**src/rtl/mem_arb_pkg.sv**
```systemverilog
// Shared types and helpers for the memory-port arbiter.
package mem_arb_pkg;

  // Arbiter FSM states; bit 1 set means a grant is outstanding.
  typedef enum logic [1:0] {
    ST_IDLE = 2'b00,
    ST_BUSY = 2'b10,
    ST_DONE = 2'b11
  } state_t;

  // Requester slots.
  localparam int REQ_EXEC  = 0;
  localparam int REQ_FETCH = 1;
  localparam int REQ_DBG   = 2;

  // Add a small offset to a requester index and wrap modulo n (n <= 4).
  function automatic logic [1:0] idx_add(input logic [1:0] base,
                                         input logic [1:0] off,
                                         input int unsigned n);
    logic [2:0] s;
    s = {1'b0, base} + {1'b0, off};
    if (32'(s) >= n) s = s - 3'(n);
    return s[1:0];
  endfunction

endpackage

```
**src/rtl/rr_pick.sv**
```systemverilog
// Combinational grantee selector: round-robin from a pointer, or fixed
// lowest-index-wins priority.
module rr_pick
  import mem_arb_pkg::*;
#(
  parameter int NREQ       = 3,
  parameter int FIXED_PRIO = 0
) (
  input  logic [NREQ-1:0] i_req,
  input  logic [1:0]      i_ptr,
  output logic [1:0]      o_idx,
  output logic            o_vld
);

  logic [1:0]      w_start;
  logic [NREQ-1:0] w_rot;

  // Fixed priority is just round-robin that always starts at slot 0.
  assign w_start = (FIXED_PRIO != 0) ? 2'd0 : i_ptr;

  // Rotate so that bit k of w_rot is requester (start + k) mod NREQ.
  assign w_rot = NREQ'({i_req, i_req} >> w_start);

  // First set bit of the rotated vector, mapped back to a requester index.
  always_comb begin
    o_vld = 1'b0;
    o_idx = 2'd0;
    for (int k = 0; k < NREQ; k++) begin
      if (!o_vld && w_rot[k]) begin
        o_vld = 1'b1;
        o_idx = idx_add(w_start, 2'(k), NREQ);
      end
    end
  end

endmodule

```
**src/rtl/mem_arbiter.sv**
```systemverilog
// Arbitrates the single external memory port between exec, fetch and the
// debug/loader port. One transaction at a time, grant locked until the
// requester acknowledges completion by dropping req; a watchdog aborts
// transactions the memory never answers.
module mem_arbiter
  import mem_arb_pkg::*;
#(
  parameter int NREQ       = 3,
  parameter int AW         = 8,
  parameter int DW         = 8,
  parameter int TIMEOUT    = 16,
  parameter int FIXED_PRIO = 0
) (
  input  logic               clk,
  input  logic               rst,
  input  logic [NREQ-1:0]    req,
  input  logic [NREQ*AW-1:0] req_addr,
  input  logic [NREQ*DW-1:0] req_wdata,
  input  logic [NREQ-1:0]    req_we,
  output logic [NREQ-1:0]    ready,
  output logic               err,
  output logic [DW-1:0]      rdata,
  output logic [1:0]         grant_id,
  output logic               busy,
  output logic               mem_req,
  output logic [AW-1:0]      mem_addr,
  output logic [DW-1:0]      mem_data_out,
  output logic               mem_we,
  input  logic               mem_ready,
  input  logic [DW-1:0]      mem_data_in
);

  // Counter only needs to reach TIMEOUT-1.
  localparam int            CW       = (TIMEOUT > 1) ? $clog2(TIMEOUT) : 1;
  localparam logic [CW-1:0] CNT_LAST = CW'(TIMEOUT - 1);

  state_t          r_state;
  logic [1:0]      r_ptr;
  logic [CW-1:0]   r_cnt;
  logic [NREQ-1:0] r_ready;
  logic            r_err;
  logic [DW-1:0]   r_rdata;
  logic [1:0]      r_gid;
  logic            r_mreq;
  logic [AW-1:0]   r_maddr;
  logic [DW-1:0]   r_mdout;
  logic            r_mwe;

  logic [1:0]      w_pick_idx;
  logic            w_pick_vld;
  logic [AW-1:0]   w_sel_addr;
  logic [DW-1:0]   w_sel_wdata;
  logic            w_sel_we;
  logic [NREQ-1:0] w_gnt_mask;
  logic            w_req_g;
  logic            w_timeout;

  rr_pick #(
    .NREQ       (NREQ),
    .FIXED_PRIO (FIXED_PRIO)
  ) u_pick (
    .i_req (req),
    .i_ptr (r_ptr),
    .o_idx (w_pick_idx),
    .o_vld (w_pick_vld)
  );

  // Extract the candidate grantee's address, write data and direction.
  always_comb begin
    w_sel_addr  = '0;
    w_sel_wdata = '0;
    w_sel_we    = 1'b0;
    for (int i = 0; i < NREQ; i++) begin
      if (w_pick_idx == 2'(i)) begin
        w_sel_addr  = req_addr[i*AW +: AW];
        w_sel_wdata = req_wdata[i*DW +: DW];
        w_sel_we    = req_we[i];
      end
    end
  end

  assign w_gnt_mask = NREQ'(1) << r_gid;
  assign w_req_g    = |(req & w_gnt_mask);
  assign w_timeout  = (TIMEOUT != 0) && (r_cnt == CNT_LAST);

  // Arbiter FSM: grant in IDLE, wait for memory or watchdog in BUSY,
  // hold ready in DONE until the grantee lets go of req.
  always_ff @(posedge clk or posedge rst) begin
    if (rst) begin
      r_state <= ST_IDLE;
      r_ptr   <= 2'd0;
      r_cnt   <= '0;
      r_ready <= '0;
      r_err   <= 1'b0;
      r_rdata <= '0;
      r_gid   <= 2'd0;
      r_mreq  <= 1'b0;
      r_maddr <= '0;
      r_mdout <= '0;
      r_mwe   <= 1'b0;
    end else begin
      case (r_state)
        ST_IDLE: begin
          if (w_pick_vld) begin
            r_gid   <= w_pick_idx;
            r_maddr <= w_sel_addr;
            r_mdout <= w_sel_wdata;
            r_mwe   <= w_sel_we;
            r_mreq  <= 1'b1;
            r_cnt   <= '0;
            r_state <= ST_BUSY;
          end
        end
        ST_BUSY: begin
          r_cnt <= r_cnt + 1'b1;
          // A memory answer beats a watchdog expiry in the same cycle.
          if (mem_ready) begin
            if (!r_mwe) r_rdata <= mem_data_in;
            r_mreq  <= 1'b0;
            r_mwe   <= 1'b0;
            r_ready <= w_gnt_mask;
            r_err   <= 1'b0;
            r_state <= ST_DONE;
          end else if (w_timeout) begin
            r_mreq  <= 1'b0;
            r_rdata <= '1;
            r_ready <= w_gnt_mask;
            r_err   <= 1'b1;
            r_state <= ST_DONE;
          end
        end
        ST_DONE: begin
          if (!w_req_g) begin
            r_ready <= '0;
            r_err   <= 1'b0;
            r_ptr   <= idx_add(r_gid, 2'd1, NREQ);
            r_state <= ST_IDLE;
          end
        end
        default: r_state <= ST_IDLE;
      endcase
    end
  end

  assign ready        = r_ready;
  assign err          = r_err;
  assign rdata        = r_rdata;
  assign grant_id     = r_gid;
  assign busy         = (r_state == ST_BUSY) || (r_state == ST_DONE);
  assign mem_req      = r_mreq;
  assign mem_addr     = r_maddr;
  assign mem_data_out = r_mdout;
  assign mem_we       = r_mwe;

endmodule

```
**config.mk**
```make
export PLATFORM = sky130hd
export DESIGN_NAME = mem_arbiter
export DESIGN_NICKNAME = d
export VERILOG_FILES = /design/src/rtl/mem_arb_pkg.sv /design/src/rtl/rr_pick.sv /design/src/rtl/mem_arbiter.sv
export SDC_FILE = /design/constraint.sdc
export NUM_CORES = 1
export LEC_CHECK = 0
export CORE_AREA = 3 3 82 84
export DETAILED_ROUTE_END_ITERATION = 8
export DIE_AREA = 0 0 85 87
export HOLD_SLACK_MARGIN = 0.12
export PLACE_DENSITY = 0.82
export SLEW_MARGIN = 20
export SYNTH_ARGS = -nofsm -noshare
export SYNTH_HDL_FRONTEND = slang
export SYNTH_SLANG_ARGS = --single-unit
```
**constraint.sdc**
```tcl
create_clock -name clk -period 2.3 [get_ports clk]
set_clock_uncertainty 0.05 [all_clocks]
set_input_delay 0.345 -clock clk [delete_from_list [all_inputs] [get_ports clk]]
set_output_delay 0.345 -clock clk [all_outputs]
set_load 0.05 [all_outputs]
```
# Word level (Yosys, flattened, before mapping)
# Index checks and enable logic that the tools add are counted.
[word_totals]
elab_cells = 100
inputBits = 65
regBits = 40
out_inout_bits = 33
[classes]
n_reduce_logical = 19
add_sub_neg = 8
magnitude_cmp = 4
shifts = 2
n_bitwise = 2
eq_ne = 10
muxes = 44
[ops]
columns = ["op", "count"]
rows = [
  ["$mux 8", 9],
  ["$mux 2", 11],
  ["$reduce_and 3->1", 5],
  ["$mux 1", 14],
  ["$ge 3x2->1 const B", 3],
  ["$mux 3", 3],
  ["$pmux 4 s2", 1],
  ["$sub 2x2->2 const B", 4],
  ["$add 2x1->3 const B", 2],
  ["$eq 2x2->1 const B", 3],
  ["$ne 2x2->1 const B", 3],
  ["$pmux 1 s2", 3],
  ["$pmux 2 s3", 1],
  ["$pmux 3 s2", 1],
  ["$reduce_and 2->1", 3],
  ["$reduce_bool 2->1", 3],
  ["$shr 6x2->3", 1],
  ["$add 4x1->4 const B", 1],
  ["$eq 4x4->1 const B", 1],
  ["$logic_not 2->1", 2],
  ["$mux 4", 1],
  ["$add 2x2->3 const B", 1],
  ["$and 3x3->3", 1],
  ["$ne 3x3->1 const B", 1],
  ["other kinds (9)", 11],
]

# Depth between registers and ports, before layout
[logic_depth]
depth_word = 14
depth_mapped = 10
ltp_nobuf = 7

# By module
# Synthesis repeated with hierarchy kept, for this count alone.
[unflattened]
hier_cells = 219
area_unflattened_um2 = 2288.4
[by_module_without_submodules]
columns = ["module", "area_each_um2", "cells_each", "n_inst", "seq_area_each_um2"]
rows = [
  ["mem_arbiter", 2107.0, 197, 1, 1001.0],
  ["rr_pick", 181.4, 22, 1, 0.0],
]

# Least setup slack after synthesis
# OpenSTA, ideal clock, no wires.
[synth_path]
path_type = "reg-to-reg"
from = "register r_ptr[0]"
to = "register r_maddr[6] (netlist: mem_addr[6])"
period_less_slack_ns = 2.514
path_buffers = 2
t_required_ns = 2.124
path_stages_with_launch = 9
path_slack_ns = -0.214
t_arrival_ns = 2.338
setup_time_ns = 0.126
cell_sequence = "dfrtp_1 > buf_6 > or4b_1 > a31oi_1 > o21ai_0 > nand2_2 > buf_2 > mux2_2 > a221o_1"
[synth_between]
elab_chain_cells = 12
word_cells_on_any_way = 29
classes_between = "5 x add/sub; 3 x order compare; 2 x eq/ne; 1 x shift; 12 x mux; 6 x reduce/logical"
[synth_rtl]
columns = ["element", "line_no", "source"]
rows = [
  ["start: declaration", "mem_arbiter.sv:38", "logic [1:0] r_ptr;"],
  ["start signal: assignment", "mem_arbiter.sv:136", "r_ptr <= idx_add(r_gid, 2'd1, NREQ);"],
  ["branches (longest 12 deep; another with $add 2x1->3)", "n/a", ""],
  ["end signal: assignment", "mem_arbiter.sv:106", "r_maddr <= w_sel_addr;"],
  ["end: declaration", "mem_arbiter.sv:45", "logic [AW-1:0] r_maddr;"],
]
# Several ways; the timed one is not identified.
# A chain may end at the register's enable or synchronous reset.

# Worst setup path in the final report
[layout_path]
from = "register r_ptr[1]"
to = "register r_maddr[5] (netlist: mem_addr[5])"
# Same word-level chain as after synthesis.

==> impl_metrics.py <==
metrics = {
    "sta": {
        "max-slew-margin-rel_pct": 57.6,
        "max_clock_freq_ghz": 0.430,
        "min_period_over_period_pct": 101,
        "grt_setup_unrepaired": "true",
        "final.min_clock_period_ns": 2.32,
        "final_hold_viol_count": 0,
        "finalWorstSetupSlack_ns": -0.0245,
        "setup-violations-final": 11,
        "tightest_slew_ns": 0.635,
        "slew_limit_fails": 0,
        "fin_worst_hold_slack_ns": 0.344,
    },
    "cts": {
        "clock_path_buffers": 2,
        "clock-sinks": 40,
        "post_cts_hold_buffer_count": 0,
        "h-tree-depth": 2,
        "cts_buf_count": 5,
        "clkLatencyLatePin_ns": 0.29,
        "clkTransAtPathRegs_ns": 0.07,
        "clock_tree_from_tritoncts": "done",
        "ctsRootBufferMaster": "sky130_fd_sc_hd__clkbuf_8",
    },
    "grt": {
        "number_of_antenna_violations_at_the_first_check_in_global_routing": 0,
        "number_of_global_route_vias_before_repair": 2402,
        "overflow": 0,
        "grt_util_all_layers_pct": 18.8,
        "grt_pass1_wl_um": 11200,
        "largest_net_degree_at_the_start_of_global_routing": 41,
    },
    "routing": {
        "post-route-drc-count": 0,
        "routed_wire_length_per_instance_um": 15.9,
        "detail_route.first_pass.iterations": 4,
        "detailedRoute.firstIterationViolations": 113,
        "drt_wl_total_um": 6920,
        "routed-via-count": 2264,
        "drt.antenna.violating_nets": 0,
        "detail_route.vias_per_cell": 5.22,
    },
    "power_and_ir_drop": {
        "cellLeakagePower_nw": 1.66,
        "max-vdd-ir-drop_mv": 0.946,
        "power_density_nw_per_um2": 1560,
    },
    "critical_path": {
        "r2r_worst_path_depth": 7,
        "critical_path_required_ns": 2.42,
        "critical_path_peak_fanout": 7,
        "critical_path.reg2reg.startpoint": "r_ptr[1]",
        "critical_path_arrival_ns": 2.44,
        "timing.critical_path.from_type": "flip-flop",
        "criticalPathCategory": "reg2reg",
        "worstReg2RegEnd": "mem_addr[5]",
        "reg2reg_setup_slack_ns": -0.02,
        "cp-end-kind": "flip-flop",
    },
    "layout": {
        "final_core_util_pct": 63.8,
        "n_antenna_cell": 0,
        "post_route_cells_drive_above_1_share_pct": 20.6,
        "layout.filler_cells": 502,
        "final_instance_area_sq_um": 3820,
        "ff_latch_area_sq_um": 1000,
        "layout_commonest_cell": "sky130_fd_sc_hd__clkdlybuf4s50_1",
        "layout.cells.non_filler": 434,
        "layout_common_cells": "sky130_fd_sc_hd__clkdlybuf4s50_1, sky130_fd_sc_hd__dfrtp_1, sky130_fd_sc_hd__nand2_1, sky130_fd_sc_hd__buf_4",
        "area_growth_pct": 67.3,
        "multi_input_comb_area_sq_um": 1270,
        "design.final.nets": 433,
    },
    "floorplanning": {
        "die_area_sq_um": 7400,
        "die_x_um": 85,
        "std_cell_rows": 28,
        "dieHeight_um": 87,
        "placeableCoreArea_sq_um": 5990,
        "start_util_pct": 38.2,
        "design.portCount": 98,
    },
    "synth": {
        "postSynthCellCount": 238,
        "yosys.cell_types.count": 39,
        "total_nets_after_synthesis": 312,
        "synthTopCellsByArea": "sky130_fd_sc_hd__dfrtp_1, sky130_fd_sc_hd__mux2_2, sky130_fd_sc_hd__a221o_1",
        "synth_warnings": 0,
        "synth.ff_latch_count": 40,
        "yosys.area.top_type_share_pct": 43.8,
        "synth_area_sq_um": 2290,
        "yosysTopAreaCell": "sky130_fd_sc_hd__dfrtp_1",
        "synth.yosys.seq_area_share_pct": 43.8,
        "synthesis.area_per_instance_sq_um": 9.60,
    },
    "place": {
        "placement.setup.worst_slack_ns": -0.579,
        "dpl.cell_count": 418,
        "routability_congestion": 0.789,
        "placed_area_sq_um": 3500,
        "io_buffer_count": 97,
        "dp_hpwl_um": 4740,
    },
    "min_path": {
        "hold_path_class": "in2async",
    },
    "run": {
        "max-cap-violations": 0,
    },
    "outcome": {
        "outcome": "finished, violations left",
        "violations_in_the_final_reports": "setup timing",
    },
}
==> layout make-up <==
type                    count  area share, %
repair buffers            130           33.4
well taps                  75           2.45
flip-flops and latches     40           26.2
inverters                  14           1.37
clock buffers               5           1.80
multi-input cells         168           33.3
clock inverters             2           1.57
==> per-stage QoR <==
step | total power, W | TNS [ns]
3_3_place_gp | 0.00476 | -8.67
2_1_floorplan | 0.00370 | -0.335
4_1_cts | 0.00598 | -0.467
5_1_grt | 0.00632 | -1.27
6_report | 0.00595 | -0.105
3_5_place_dp | 0.00486 | -9.09
==> synth_stat cells <==
library cell	instances
sky130_fd_sc_hd__a31oi_1	9
sky130_fd_sc_hd__inv_1	14
sky130_fd_sc_hd__nand3_1	5
sky130_fd_sc_hd__o31ai_1	1
sky130_fd_sc_hd__nand3b_1	1
sky130_fd_sc_hd__nand2b_1	2
sky130_fd_sc_hd__a222oi_1	1
sky130_fd_sc_hd__nor2b_1	1
sky130_fd_sc_hd__nand2_1	38
sky130_fd_sc_hd__or4b_1	1
sky130_fd_sc_hd__o21ai_1	1
sky130_fd_sc_hd__nand2_2	1
sky130_fd_sc_hd__a311o_1	1
sky130_fd_sc_hd__a21oi_1	2
sky130_fd_sc_hd__dfrtp_1	40
sky130_fd_sc_hd__buf_2	3
sky130_fd_sc_hd__a21o_1	1
sky130_fd_sc_hd__nor3b_1	1
sky130_fd_sc_hd__a221o_1	16
sky130_fd_sc_hd__mux2_2	18
sky130_fd_sc_hd__and3_1	2
sky130_fd_sc_hd__and2_4	1
sky130_fd_sc_hd__and2_0	1
sky130_fd_sc_hd__o311ai_0	1
sky130_fd_sc_hd__o21ai_0	14
sky130_fd_sc_hd__nor2_1	11
sky130_fd_sc_hd__buf_4	2
sky130_fd_sc_hd__and4_1	1
sky130_fd_sc_hd__mux2i_1	3
sky130_fd_sc_hd__or4bb_1	1
sky130_fd_sc_hd__clkbuf_1	9
sky130_fd_sc_hd__ha_1	9
sky130_fd_sc_hd__nor3_1	18
sky130_fd_sc_hd__xor2_1	1
sky130_fd_sc_hd__nand4b_1	1
sky130_fd_sc_hd__buf_8	1
sky130_fd_sc_hd__a32oi_1	1
sky130_fd_sc_hd__buf_6	3
sky130_fd_sc_hd__or3_1	1
==> report_power, final <==
group | leakage, nW | internal [W] | switching [W]
sequential | 0.480 | 0.00104 | 0.000229
clock | 0.0642 | 0.000427 | 0.000232
combinational | 1.12 | 0.00177 | 0.00225
total | 1.66 | 0.00323 | 0.00271
==> worst max-delay path, cell delays in order (launching register included) <==
cell and delay (ns):
sky130_fd_sc_hd__dfrtp_1 0.43, sky130_fd_sc_hd__or4bb_4 0.55, sky130_fd_sc_hd__a31oi_4 0.21, sky130_fd_sc_hd__o21ai_2 0.10, sky130_fd_sc_hd__nand2_4 0.11, sky130_fd_sc_hd__buf_12 0.15
sky130_fd_sc_hd__mux2_4 0.29, sky130_fd_sc_hd__a221o_1 0.31
==> sequential cells by signal (all words and copies together), names as in the netlist, 2 cells and up <==
| register | cells |
|---|---|
| ready | 3 |
| mem_addr | 8 |
| r_ptr | 2 |
| r_cnt | 4 |
| rdata | 8 |
| r_state | 2 |
| mem_data_out | 8 |
| grant_id | 2 |
==> metal layers <==
layer / vias to the layer above / global-route usage [%] / part of all wire, %
li1: 1089 / - / -
met1: 1079 / 21.4 / 41
met2: 88 / 34.3 / 51
met3: 8 / 4.92 / 7.4
met4: 0 / 5.61 / 1.0
met5: - / 0 / 0
==> worst max path at each step <==
stage / slack [ns] / cells past startpoint / to / start
global route: -0.11 / 7 / mem_data_out[2] / r_ptr[1]
finish: -0.02 / 7 / mem_addr[5] / r_ptr[1]
detailed placement: -0.58 / 8 / mem_addr[4] / req[0]
global placement: -0.54 / 8 / mem_addr[3] / req[0]
floorplan: -0.04 / 10 / mem_addr[6] / r_ptr[0]
CTS: -0.07 / 8 / mem_data_out[6] / r_ptr[1]
==> what timing repair did <==
item	in CTS	in global routing
buffers inserted	6	1
pin swaps	10	6
resized for setup	15	15
cloned	2	2
setup endpoints to repair	18	17
==> logic make-up (layout without fill, tap and decap cells) <==
family          count (synthesis)  in the layout  share of synthesized area [%]
buf+inv                        32            151                           7.22
mux                            21             21                           10.2
simple gates                   87             89                           18.0
compound gates                 48             48                           15.5
fa+ha+maj                       9              9                           4.93
xor+xnor                        1              1                          0.383
flops                          40             40                           43.8
No activity file was read; power rests on OpenSTA's default activity.
